$ cat config.mk
export PLATFORM = sky130hd
export DESIGN_NAME = pe_requant_pack
export DESIGN_NICKNAME = d
export VERILOG_FILES = /design/src/rtl/pe_requant_pack.sv
export SDC_FILE = /design/constraint.sdc
export NUM_CORES = 1
export LEC_CHECK = 0
export CORE_UTILIZATION = 40
export CTS_CLUSTER_DIAMETER = 30
export DETAILED_ROUTE_END_ITERATION = 12
export GPL_TIMING_DRIVEN = 0
export PLACE_DENSITY = 0.56
export SLEW_MARGIN = 30
export SYNTH_ARGS = -nofsm -noshare
export SYNTH_HDL_FRONTEND = slang
export SYNTH_SLANG_ARGS = --single-unit
$ cat constraint.sdc
create_clock -name clk -period 6.1 [get_ports clk]
set_clock_uncertainty 0.05 [all_clocks]
set_input_delay 1.22 -clock clk [delete_from_list [all_inputs] [get_ports clk]]
set_output_delay 1.22 -clock clk [all_outputs]
set_load 0.03 [all_outputs]
$ cat src/rtl/pe_requant_pack.sv
// rtl/pe_requant_pack.sv - requantize PE accumulators to clamped bytes, pack into words, buffer in a FIFO
module pe_requant_pack #(
  parameter int ACC_W      = 38,
  parameter int FRAC       = 16,
  parameter int PACK       = 4,
  parameter int FIFO_DEPTH = 8
) (
  input  logic                          clk,
  input  logic                          rst,
  input  logic                          in_valid,
  input  logic [ACC_W-1:0]              in_data,
  input  logic                          in_last,
  output logic                          out_valid,
  output logic [8*PACK-1:0]             out_data,
  output logic [PACK-1:0]               out_keep,
  output logic                          out_last,
  input  logic                          out_ready,
  output logic                          overflow,
  output logic [$clog2(FIFO_DEPTH):0]   fifo_level
);

  localparam int KW = (PACK > 1) ? $clog2(PACK) : 1;
  localparam int AW = $clog2(FIFO_DEPTH);
  localparam int LW = AW + 1;
  localparam int EW = 8*PACK + PACK + 1;
  localparam logic [ACC_W:0] HALF = (ACC_W+1)'(1) << (FRAC-1);

  logic                  s1_valid, s1_last;
  logic [ACC_W:0]        s1_r;
  logic signed [ACC_W:0] s1_q;
  logic [7:0]            clamp_byte;
  logic                  s2_valid, s2_last;
  logic [7:0]            s2_byte;

  logic [KW-1:0]         k;
  logic [8*PACK-1:0]     stage_data, pk_data;
  logic [PACK-1:0]       stage_keep, pk_keep;
  logic                  push;

  logic [EW-1:0]         mem [FIFO_DEPTH];
  logic [AW-1:0]         wr_ptr, rd_ptr;
  logic                  full, pop, wr_en;

  always_ff @(posedge clk) begin
    if (rst) begin
      s1_valid <= 1'b0;
      s2_valid <= 1'b0;
    end else begin
      s1_valid <= in_valid;
      s2_valid <= s1_valid;
    end
  end

  // Round half-up: add 0.5 in one extra bit of headroom so the sum cannot wrap.
  always_ff @(posedge clk) begin
    s1_r    <= {in_data[ACC_W-1], in_data} + HALF;
    s1_last <= in_last;
    s2_byte <= clamp_byte;
    s2_last <= s1_last;
  end

  assign s1_q = $signed(s1_r) >>> FRAC;

  always_comb begin
    clamp_byte = s1_q[7:0];
    if (s1_q[ACC_W])
      clamp_byte = 8'h00;
    else if (|s1_q[ACC_W-1:8])
      clamp_byte = 8'hFF;
  end

  always_comb begin
    pk_data = stage_data;
    pk_keep = stage_keep;
    for (int i = 0; i < PACK; i++) begin
      if (k == KW'(i)) begin
        pk_data[8*i +: 8] = s2_byte;
        pk_keep[i]        = 1'b1;
      end
    end
    push = s2_valid && ((k == KW'(PACK-1)) || s2_last);
  end

  // The lane counter clears on every push, including a dropped one.
  always_ff @(posedge clk) begin
    if (rst) begin
      k          <= '0;
      stage_data <= '0;
      stage_keep <= '0;
    end else if (s2_valid) begin
      if (push) begin
        k          <= '0;
        stage_data <= '0;
        stage_keep <= '0;
      end else begin
        k          <= k + KW'(1);
        stage_data <= pk_data;
        stage_keep <= pk_keep;
      end
    end
  end

  assign out_valid = (fifo_level != '0);
  assign full      = (fifo_level == LW'(FIFO_DEPTH));
  assign pop       = out_valid && out_ready;
  assign wr_en     = push && (!full || pop);
  assign {out_last, out_keep, out_data} = mem[rd_ptr];

  always_ff @(posedge clk) begin
    if (wr_en)
      mem[wr_ptr] <= {s2_last, pk_keep, pk_data};
  end

  always_ff @(posedge clk) begin
    if (rst) begin
      wr_ptr     <= '0;
      rd_ptr     <= '0;
      fifo_level <= '0;
      overflow   <= 1'b0;
    end else begin
      if (wr_en)
        wr_ptr <= wr_ptr + AW'(1);
      if (pop)
        rd_ptr <= rd_ptr + AW'(1);
      unique case ({wr_en, pop})
        2'b10:   fifo_level <= fifo_level + LW'(1);
        2'b01:   fifo_level <= fifo_level - LW'(1);
        default: fifo_level <= fifo_level;
      endcase
      if (push && full && !pop)
        overflow <= 1'b1;
    end
  end

endmodule

==> metrics <==
Vias/cell between 5 and 6; fin crit period 4.843 ns; Die Area ~38000 um^2; actual slew at the worst max-slew pin 0.9471 ns; Iteration-0 DRC Markers 427; Clock Latency Late Sink 0.56 ns; Syn Nets approximately 860; clk root buf clkbuf_16; Post-CTS Setup Bufs 0; Finished Layout Cells around 1.5k; first-pass GRT wire length just under 50000 um; Tcrit/Tclk final 79.40%; Tot GR Track Use 17.35%; Die Wd roughly 190 um; Num CTS Buffers 77; reg2reg setup slack between 3 and 4 ns; worst-path maximum fanout 10; cts repair resizes 0; CP delay by family, top buffers and inverters; fillcell total 2888; slowest cell on the critical path clkbuf_1; Placed Cells 1367; endpoints failing hold 0; Overall Power around 8.3 mW; count of final setup violators 0; maximum vdd drop between 200 and 250 uV; Total Wirelength between 30000 and 40000 um; CTS tree done; WP buf/inv 3; Worst-path clk slew 0.05 ns; unrepaired setup endpoints after global routing no; Fin Hold WS around 0.28 ns; Netlist cell types 42; Die H between 150 and 200 um; r2r endpoint mem[0][16]; syn avg cell area 18.23 um^2; WHS Endpoint s2_last; H-Tree Level Count 3; slowest cell delay on critical path ~0.7 ns; Setup TNS 0 ns; status finished, final reports clean; start-to-end type of the worst setup path reg2out; share of cells above drive strength 1 between 30% and 40%; grt ovf 0; Main synth FF type edfxtp_1; Worst Hold Class reg2reg; Final Max Tran Viols 0; worst path cell trace clkbuf_1 -> buf_1 -> mux4_2 -> mux2_2 -> clkdlybuf4s50_1; CTS Hold Bufs 0; initial antenna violation count 0; Post-synth EDFFs about 300; Antenna Cells 0; GPL Wtd Cong around 0.71; CTS Buffer Depth 3; Max transition margin between 30% and 40%; WP data arrival 3.57 ns; Top Ports between 80 and 90; Reg2Reg Depth 8; critical path required time roughly 4.8 ns; IO buf count 70; Initial Utilization roughly two fifths; DR vias 7666; post-synth design cell area roughly 15000 um^2; static leakage 6.581 nW; pwr/cell area approximately 430 nW/um^2; Detailed Routing Iterations Pass 1 5; WP depth 5; remaining antenna violation count 0; r2r startpoint k[0]; Setup WS pre-CTS about 1.8 ns; largest net degree at the start of global routing 17; Worst Setup Start Kind register; Area Growth Syn to Fin 29.63%; vias in the first global route 8137; Max Cap Viol 0; fraction of registers with async set or reset after synthesis 0%; hold path cells 0; Yosys reg bits approximately 380; FP Rows 69; Max Clk Rate 206.5 MHz; synth warn 0; HPWL after DPL slightly below 20000 um; Seq/Total Area, Yosys a little over 70%; layout net count approximately 1.0k; Mapped Cells roughly 810; critical path capture point type output pin; commonest non-fill, non-tap cell in the layout edfxtp_1; commonest cells after routing, fill and taps aside edfxtp_1 (296), dfxtp_1 (87), clkbuf_16 (80), mux4_2 (74), clkdlybuf4s50_1 (70); Core Footprint roughly 36000 um^2; Hold Path Origin s1_last; DRC errors left 0; final setup margin between 1 and 1.5 ns; post-DR wirelength/cell 21.01 um; CTS Sinks 383
[worst max-delay path by stage]
stage               startpoint      endpoint  slack (ns)
finish                register   out_data[8]        1.26
global placement     out_ready    mem[0][21]       -2.46
global route          register   out_data[8]        1.05
CTS                   register  out_data[27]        1.19
floorplan            out_ready     mem[0][0]        1.23
detailed placement    register  out_data[27]        1.81
[cells in the mapped netlist, types with 4 or more instances]
cell | number | area, um^2
dfxtp_1 | 87 | 1742
nand2b_1 | 6 | 37.54
buf_2 | 8 | 40.04
mux4_2 | 74 | 1667
inv_1 | 5 | 18.77
or2_2 | 4 | 25.02
nor2b_1 | 28 | 175.2
clkbuf_1 | 21 | 78.83
and2_1 | 9 | 56.30
nor2_1 | 68 | 255.2
nor3_1 | 7 | 35.03
mux2_2 | 69 | 777.0
a21oi_1 | 29 | 145.1
xnor2_1 | 19 | 166.4
nand3_1 | 9 | 45.04
ha_1 | 8 | 100.1
xor2_1 | 7 | 61.31
nand4_1 | 6 | 37.54
buf_1 | 5 | 18.77
edfxtp_1 | 296 | 8889
nand2_1 | 11 | 41.29
[cell type report]
class | count | area, um^2 | area share [%]
clock inverters | 50 | 485.5 | 2.543
inverters | 5 | 18.77 | 0.09830
clock buffers | 93 | 2081 | 10.90
multi-input cells | 385 | 3986 | 20.88
plain buffers | 35 | 148.9 | 0.7798
well taps | 461 | 576.8 | 3.021
repair buffers | 98 | 1166 | 6.107
flip-flops and latches | 383 | 10630 | 55.68
[cells by family after synthesis]
logic type | count (synthesis) | synth area share [%]
flip-flops | 383 | 72.17
AND/OR/NAND/NOR | 165 | 5.929
multiplexers | 147 | 16.88
buffers and inverters | 40 | 1.138
AO/OA/AOI/OAI | 39 | 1.657
XOR/XNOR | 26 | 1.546
adder cells (fa/ha/maj) | 8 | 0.6796
[power breakdown]
group          leakage [nW]  internal, mW  total [mW]  switching, mW
registers              3.49          2.85        2.89         0.0404
clock network          1.22          2.70        4.05           1.35
logic                  1.87         0.659        1.35          0.694
total                  6.58          6.20        8.29           2.09
[state kept, by name, summed over array words and instances (netlist names), named ones only]
name        flops
mem           296
stage_data     32
s1_r           23
s2_byte         8
fifo_level      4
stage_keep      4
rd_ptr          3
wr_ptr          3
k               2
overflow        1
s1_last         1
s1_valid        1
s2_last         1
s2_valid        1
[through the flow]
step / instance area (um^2) / util [%]
3_5_place_dp: 16530 / 46.02
2_1_floorplan: 14730 / -
5_1_grt: 19090 / 53.16
6_report: 19090 / 53.16
4_1_cts: 19090 / 53.16
3_3_place_gp: 16010 / 44.57
[routing by layer]
metal  up-vias  track usage (%)  wire [um]
met4         0            6.173        591
li1       3541                -          -
met1      3895            23.77      14580
met3        52            3.688       1389
met2       178            27.45      15170
met5         -                0          0
Note: power is estimated with default switching activity, not from simulation.
